===== src/rtl/pong_pkg.sv =====
// Shared definitions for the pong game blocks (collision detector, ball
// updater, paddles, renderer).
//   - game_state_t : top-level game phase
//   - PONG_*       : field, ball and paddle geometry in pixels
//   - sum_width()  : width that holds coordinate + size sums without wrap
package pong_pkg;

    typedef enum logic [1:0] {
        PLAY       = 2'd0,
        SCORED     = 2'd1,
        SERVE_WAIT = 2'd2
    } game_state_t;

    localparam int PONG_X_W           = 10;
    localparam int PONG_Y_W           = 10;
    localparam int PONG_SCREEN_W      = 640;
    localparam int PONG_SCREEN_H      = 480;
    localparam int PONG_BALL_SIZE     = 8;
    localparam int PONG_PADDLE_W      = 8;
    localparam int PONG_PADDLE_H      = 64;
    localparam int PONG_LEFT_PADDLE_X = 16;
    localparam int PONG_RIGHT_PADDLE_X = 616;
    localparam int PONG_GOAL_MARGIN   = 2;

    // One bit wider than the wider coordinate so that coordinate + size
    // comparisons never wrap.
    function automatic int sum_width(input int x_w, input int y_w);
        return ((x_w > y_w) ? x_w : y_w) + 1;
    endfunction

endpackage


===== src/rtl/collision_detector_rect_overlap.sv =====
// rect_overlap: combinational test of the ball square against one paddle.
// The x test is inclusive on both edges, the y test exclusive, so a ball
// resting exactly on the paddle's top or bottom edge does not count.
//   ball_x, ball_y : ball top-left corner
//   paddle_y       : paddle top edge (paddle x is fixed by PADDLE_X)
//   hit            : rectangles overlap
module rect_overlap
    import pong_pkg::*;
#(
    parameter int X_W       = PONG_X_W,
    parameter int Y_W       = PONG_Y_W,
    parameter int BALL_SIZE = PONG_BALL_SIZE,
    parameter int PADDLE_W  = PONG_PADDLE_W,
    parameter int PADDLE_H  = PONG_PADDLE_H,
    parameter int PADDLE_X  = PONG_LEFT_PADDLE_X
) (
    input  logic [X_W-1:0] ball_x,
    input  logic [Y_W-1:0] ball_y,
    input  logic [Y_W-1:0] paddle_y,
    output logic           hit
);

    localparam int SUM_W = sum_width(X_W, Y_W);

    localparam logic [SUM_W-1:0] PX_LO  = SUM_W'(PADDLE_X);
    localparam logic [SUM_W-1:0] PX_HI  = SUM_W'(PADDLE_X + PADDLE_W);
    localparam logic [SUM_W-1:0] BALL   = SUM_W'(BALL_SIZE);
    localparam logic [SUM_W-1:0] PH     = SUM_W'(PADDLE_H);

    logic [SUM_W-1:0] bx, by, py;
    logic [SUM_W-1:0] bx_end, by_end, py_end;

    assign bx     = {{(SUM_W-X_W){1'b0}}, ball_x};
    assign by     = {{(SUM_W-Y_W){1'b0}}, ball_y};
    assign py     = {{(SUM_W-Y_W){1'b0}}, paddle_y};
    assign bx_end = bx + BALL;
    assign by_end = by + BALL;
    assign py_end = py + PH;

    assign hit = (bx <= PX_HI) && (bx_end >= PX_LO) &&
                 (by_end > py)  && (by < py_end);

endmodule


===== src/rtl/collision_detector.sv =====
// collision_detector: per-frame classification of the ball against walls,
// paddles and goal lines, producing one-cycle event strobes for the ball
// updater and the score/serve logic.
//   clk, reset       : clock, synchronous active-high reset
//   tick             : frame strobe; all evaluation happens on it
//   ball_x, ball_y   : ball top-left corner
//   left_paddle_y    : left paddle top edge
//   right_paddle_y   : right paddle top edge
//   touching_paddle  : pulse, reverse x direction
//   touching_wall    : pulse, reverse y direction
//   score_left       : pulse, ball left the field on the right
//   score_right      : pulse, ball left the field on the left
//   ball_hold        : level, keep ball centred (SCORED / SERVE_WAIT)
//   serve            : pulse, release the ball
module collision_detector
    import pong_pkg::*;
#(
    parameter int X_W            = PONG_X_W,
    parameter int Y_W            = PONG_Y_W,
    parameter int SCREEN_W       = PONG_SCREEN_W,
    parameter int SCREEN_H       = PONG_SCREEN_H,
    parameter int BALL_SIZE      = PONG_BALL_SIZE,
    parameter int PADDLE_W       = PONG_PADDLE_W,
    parameter int PADDLE_H       = PONG_PADDLE_H,
    parameter int LEFT_PADDLE_X  = PONG_LEFT_PADDLE_X,
    parameter int RIGHT_PADDLE_X = PONG_RIGHT_PADDLE_X,
    parameter int GOAL_MARGIN    = PONG_GOAL_MARGIN,
    parameter int COOLDOWN       = 4,
    parameter int SERVE_DELAY    = 60
) (
    input  logic           clk,
    input  logic           reset,
    input  logic           tick,
    input  logic [X_W-1:0] ball_x,
    input  logic [Y_W-1:0] ball_y,
    input  logic [Y_W-1:0] left_paddle_y,
    input  logic [Y_W-1:0] right_paddle_y,
    output logic           touching_paddle,
    output logic           touching_wall,
    output logic           score_left,
    output logic           score_right,
    output logic           ball_hold,
    output logic           serve
);

    localparam int SUM_W = sum_width(X_W, Y_W);
    localparam int CNT_W = (SERVE_DELAY > 1) ? $clog2(SERVE_DELAY) : 1;
    localparam int CD_W  = $clog2(COOLDOWN + 1);

    localparam logic [SUM_W-1:0] C_SCREEN_W   = SUM_W'(SCREEN_W);
    localparam logic [SUM_W-1:0] C_SCREEN_H   = SUM_W'(SCREEN_H);
    localparam logic [SUM_W-1:0] C_BALL       = SUM_W'(BALL_SIZE);
    localparam logic [SUM_W-1:0] C_GOAL_LEFT  = SUM_W'(GOAL_MARGIN);
    localparam logic [SUM_W-1:0] C_GOAL_RIGHT = SUM_W'(SCREEN_W - GOAL_MARGIN);
    localparam logic [SUM_W-1:0] C_WALL_TOP   = SUM_W'(1);
    localparam logic [SUM_W-1:0] C_WALL_BOT   = SUM_W'(SCREEN_H - 1);

    localparam logic [CNT_W-1:0] SERVE_LAST = CNT_W'(SERVE_DELAY - 1);
    localparam logic [CD_W-1:0]  CD_LOAD    = CD_W'(COOLDOWN);

    // Counts down to zero and stays there.
    function automatic logic [CD_W-1:0] sat_dec(input logic [CD_W-1:0] v);
        return (v == '0) ? '0 : v - 1'b1;
    endfunction

    game_state_t      state;
    logic [CNT_W-1:0] serve_cnt;
    logic [CD_W-1:0]  wall_cd;
    logic [CD_W-1:0]  paddle_cd;

    logic [SUM_W-1:0] bx_p0, by_p0, bx_end_p0, by_end_p0;
    logic             left_hit_p0, right_hit_p0;
    logic             left_out_p0, right_out_p0, wall_hit_p0, paddle_hit_p0;

    // ---- classification of the current inputs (combinational) ----
    assign bx_p0     = {{(SUM_W-X_W){1'b0}}, ball_x};
    assign by_p0     = {{(SUM_W-Y_W){1'b0}}, ball_y};
    assign bx_end_p0 = bx_p0 + C_BALL;
    assign by_end_p0 = by_p0 + C_BALL;

    // x >= SCREEN_W means the ball decremented past 0 and wrapped.
    assign left_out_p0  = (bx_p0 <= C_GOAL_LEFT) || (bx_p0 >= C_SCREEN_W);
    assign right_out_p0 = (bx_end_p0 >= C_GOAL_RIGHT) && (bx_p0 < C_SCREEN_W);
    assign wall_hit_p0  = (by_p0 <= C_WALL_TOP) || (by_end_p0 >= C_WALL_BOT) ||
                          (by_p0 >= C_SCREEN_H);

    rect_overlap #(
        .X_W      (X_W),
        .Y_W      (Y_W),
        .BALL_SIZE(BALL_SIZE),
        .PADDLE_W (PADDLE_W),
        .PADDLE_H (PADDLE_H),
        .PADDLE_X (LEFT_PADDLE_X)
    ) u_left_overlap (
        .ball_x  (ball_x),
        .ball_y  (ball_y),
        .paddle_y(left_paddle_y),
        .hit     (left_hit_p0)
    );

    rect_overlap #(
        .X_W      (X_W),
        .Y_W      (Y_W),
        .BALL_SIZE(BALL_SIZE),
        .PADDLE_W (PADDLE_W),
        .PADDLE_H (PADDLE_H),
        .PADDLE_X (RIGHT_PADDLE_X)
    ) u_right_overlap (
        .ball_x  (ball_x),
        .ball_y  (ball_y),
        .paddle_y(right_paddle_y),
        .hit     (right_hit_p0)
    );

    assign paddle_hit_p0 = left_hit_p0 || right_hit_p0;

    // ---- registered state, cooldowns and output pulses ----
    always_ff @(posedge clk) begin
        if (reset) begin
            state           <= SERVE_WAIT;
            serve_cnt       <= '0;
            wall_cd         <= '0;
            paddle_cd       <= '0;
            touching_paddle <= 1'b0;
            touching_wall   <= 1'b0;
            score_left      <= 1'b0;
            score_right     <= 1'b0;
            serve           <= 1'b0;
            ball_hold       <= 1'b1;
        end else begin
            // Pulses default low so each lasts exactly one cycle.
            touching_paddle <= 1'b0;
            touching_wall   <= 1'b0;
            score_left      <= 1'b0;
            score_right     <= 1'b0;
            serve           <= 1'b0;

            if (tick) begin
                // Later assignments below (reload or clear) take precedence.
                wall_cd   <= sat_dec(wall_cd);
                paddle_cd <= sat_dec(paddle_cd);

                case (state)
                    PLAY: begin
                        if (left_out_p0) begin
                            score_right <= 1'b1;
                            state       <= SCORED;
                            ball_hold   <= 1'b1;
                        end else if (right_out_p0) begin
                            score_left  <= 1'b1;
                            state       <= SCORED;
                            ball_hold   <= 1'b1;
                        end else begin
                            // Wall and paddle are independent so a corner
                            // contact fires both in the same cycle.
                            if (wall_hit_p0 && (wall_cd == '0)) begin
                                touching_wall <= 1'b1;
                                wall_cd       <= CD_LOAD;
                            end
                            if (paddle_hit_p0 && (paddle_cd == '0)) begin
                                touching_paddle <= 1'b1;
                                paddle_cd       <= CD_LOAD;
                            end
                        end
                    end
                    SCORED: begin
                        state     <= SERVE_WAIT;
                        serve_cnt <= '0;
                        ball_hold <= 1'b1;
                    end
                    SERVE_WAIT: begin
                        if (serve_cnt == SERVE_LAST) begin
                            serve     <= 1'b1;
                            state     <= PLAY;
                            ball_hold <= 1'b0;
                            wall_cd   <= '0;
                            paddle_cd <= '0;
                        end else begin
                            serve_cnt <= serve_cnt + 1'b1;
                        end
                    end
                    default: begin
                        state     <= SERVE_WAIT;
                        serve_cnt <= '0;
                        ball_hold <= 1'b1;
                    end
                endcase
            end
        end
    end

endmodule

===== config.mk =====
export PLATFORM = sky130hd
export DESIGN_NAME = collision_detector
export DESIGN_NICKNAME = d
export VERILOG_FILES = /design/src/rtl/pong_pkg.sv /design/src/rtl/collision_detector_rect_overlap.sv /design/src/rtl/collision_detector.sv
export SDC_FILE = /design/constraint.sdc
export NUM_CORES = 1
export LEC_CHECK = 0
export ABC_AREA = 0
export CORE_ASPECT_RATIO = 1.75
export CORE_MARGIN = 2
export CORE_UTILIZATION = 50
export DETAILED_ROUTE_END_ITERATION = 7
export GPL_TIMING_DRIVEN = 0
export PLACE_DENSITY = 0.82
export SETUP_SLACK_MARGIN = 0.5
export SYNTH_ARGS = -nofsm -noshare
export SYNTH_HDL_FRONTEND = slang
export SYNTH_SLANG_ARGS = --single-unit

===== constraint.sdc =====
create_clock -name clk -period 5.1 [get_ports clk]
set_clock_uncertainty 0.2 [all_clocks]
set_input_delay 0.765 -clock clk [delete_from_list [all_inputs] [get_ports clk]]
set_output_delay 0.765 -clock clk [all_outputs]
set_load 0.05 [all_outputs]

==> out/metrics.yaml <==
gp_congestion: 0.815
post_dp_cell_area_sq_um: 2960
initial_core_util: 0.518
cts_buffers: 3
yosys.cell_types.count: 56
p_seq_frac: 0.343
post-synth-top-area-cell: "ha_1"
io_pins: 49
fin_area_sq_um: 3020
ys_async_sr_fraction: 0
clk-insertion-delay-late_ns: 0.26
required_ns: 5.05
combPwrFrac: 0.397
power.density_nw_per_um2: 157
netSwitchingFraction: 0.326
root_buffer: "clkbuf_8"
die_w_um: 56.8
finalSetupTns_ns: 0
fin_crit_sh: 0.702
firstDrtPassIters: 4
drt-vias-per-instance: 5.89
post_drt_wl_per_cell_um: 14.2
dp_hpwl_um: 4890
drive_above_1_share: 0.0466
fmaxAchievable_ghz: 0.279
power.clock.fraction: 0.260
status: "finished, final reports clean"
power_leakage_nw: 1.31
grt_pass1_vias: 2390
internal-power_mw: 0.319
grt_max_degree: 12
worst_setup_path_end_kind: "flip-flop"
io_buffers: 46
synth-edff-count: 0
overflow: 0
netlist_area_sq_um: 2440
drt_wl_total_um: 5930
layout.nets: 455
drv_slew: 0
postCtsHoldBufs: 0
dp_worst_setup_slack_ns: 1.28
setup_viol: 0
finalHoldViolations: 0
min_period_ns: 3.58
synth_top_area_share: 0.236
synth_seq_cells: 20
antenna_cells: 0
cts_resized: 0
synthFlopType: "dfxtp_1"
vias: 2457
syn_avg_cell_area_sq_um: 7.73
antenna_found_initial: 0
core_sq_um: 4710
cts.sinks: 20
die_h_um: 96.3
cts_tree: "done"
yosys_warnings: 0
worst_slew_pin_slew_ns: 0.584
clk_pin_slew_ns: 0.07
post-cts-setup-buffer-count: 0
arrival_ns: 3.53
drt_iter0_markers: 80
ant_nets: 0
dieArea_sq_um: 5470
hold_path.class: "flip-flop to flip-flop"
slew_headroom: 0.601
syn-instance-count: 315
peakVddDrop_mv: 0.164
switchingPower_mw: 0.154
cp_max_fo: 8
area_growth_pct: 23.8
drc_errors: 0
grt_usage: 0.226
rsz0062_at_grt: "false"
ys_seq_area_frac: 0.164
htree_levels: 1
worst_slack_ns: 1.52
grt_pass1_wl_um: 10200
startpoint_type: "input port"
drv_cap: 0
clockBufferDepth: 2
synth_top_cells_by_area: "ha_1 24%, dfxtp_1 16%, a21oi_1 5.1%, inv_1 4.5%, nand2_1 4.3%"
synth_nets: 404
rows: 33
fillers: 425
critPathKind: "input port to flip-flop"
==> placed cells by master, fill, tap and decap left out, types with 10 or more instances in the layout <==
cell type	Yosys	final
ha_1	46	46
clkdlybuf4s50_1	0	46
inv_1	29	29
nand2_1	28	28
a21oi_1	25	25
nand3_1	21	21
dfxtp_1	20	20
nor2_1	17	17
o21ai_0	14	14
nor3_1	10	10
==> cell type report <==
| cell class | instances | area, sq um | share of cell area |
|---|---|---|---|
| flip-flops and latches | 20 | 400 | 0.133 |
| repair buffers | 46 | 460 | 0.153 |
| clock buffers | 4 | 55.1 | 0.0182 |
| inverters | 30 | 113 | 0.0373 |
| well taps | 52 | 65.1 | 0.0216 |
| multi-input cells | 257 | 1880 | 0.622 |
| plain buffers | 8 | 46.3 | 0.0153 |
==> state kept, by name, indices dropped and copies added (netlist names), 2 cells and up <==
signal and flops:
serve_cnt 6, wall_cd 3, paddle_cd 3, state 2
==> power by group through the flow <==
stage          clock network [mW]  registers, mW  logic, mW
2_1_floorplan                   0          0.165      0.114
3_3_place_gp                    0          0.165      0.180
3_5_place_dp                    0          0.165      0.186
4_1_cts                     0.123          0.162      0.187
5_1_grt                     0.126          0.162      0.213
6_report                    0.123          0.162      0.188
==> stage by stage <==
step                      hold slack, ns  utilization  std cells  power, mW
after global routing               0.298        0.641        417      0.502
after floorplan                    0.254            -        315      0.279
after CTS                          0.277        0.641        417      0.472
after global placement             0.247        0.629        413      0.345
final                              0.271        0.641        417      0.472
after detailed placement           0.260        0.629        413      0.351
==> critical path: stages <==
cell	delay (ns)
clkdlybuf4s50_1	0.66
nand3_1	0.20
nor2_1	0.16
xor2_1	0.32
ha_1	0.33
a21o_1	0.16
a2111oi_0	0.53
a221oi_1	0.19
nand4_1	0.14
nand3_1	0.08
==> per-layer routing <==
layer,share of wire,up-vias,routed length [um],GRT usage
met1,0.41,1114,2440,0.251
met3,0.034,9,204,0.0215
met5,0,-,0,0
li1,-,1273,-,-
met4,0.014,0,81,0.0581
met2,0.54,61,3200,0.447
==> Yosys cell counts (all sizes together) (2+ instances only) <==
library cell  instances
and3                  2
nand3b                2
a41o                  2
inv                  29
nor3b                 5
or4                   2
o21a                  3
a211oi                2
a21o                  8
clkbuf                4
o31ai                 2
a2111oi               4
nor4                  6
ha                   46
a41oi                 2
dfxtp                20
nand2                28
nor2b                 3
or3                   2
a31oi                 3
buf                   4
nand4b                2
nor3                 10
a21oi                25
a2bb2oi               2
and4b                 4
nand3                21
o21ai                15
nor2                 18
xnor2                 9
nand4                10
xor2                  3
==> path summary, 6_finish.rpt <==
kind / startpoint / end / slack, ns / depth (start not counted)
worst min register to register: ball_hold / ball_hold / 0.27 / 1
worst min-delay path: ball_hold / ball_hold / 0.27 / 1
worst max-delay path: ball_y[5] / paddle_cd[2] / 1.52 / 10
worst max register to register: state[0] / paddle_cd[2] / 3.07 / 6
==> logic make-up after synthesis <==
kind of cell / count (synthesis) / synth area share
AO/OA/AOI/OAI: 79 / 0.219
XOR/XNOR: 12 / 0.0431
adder cells (fa/ha/maj): 46 / 0.236
buffers and inverters: 38 / 0.0652
flip-flops: 20 / 0.164
AND/OR/NAND/NOR: 120 / 0.272
Power figures use the tool's default switching activity.
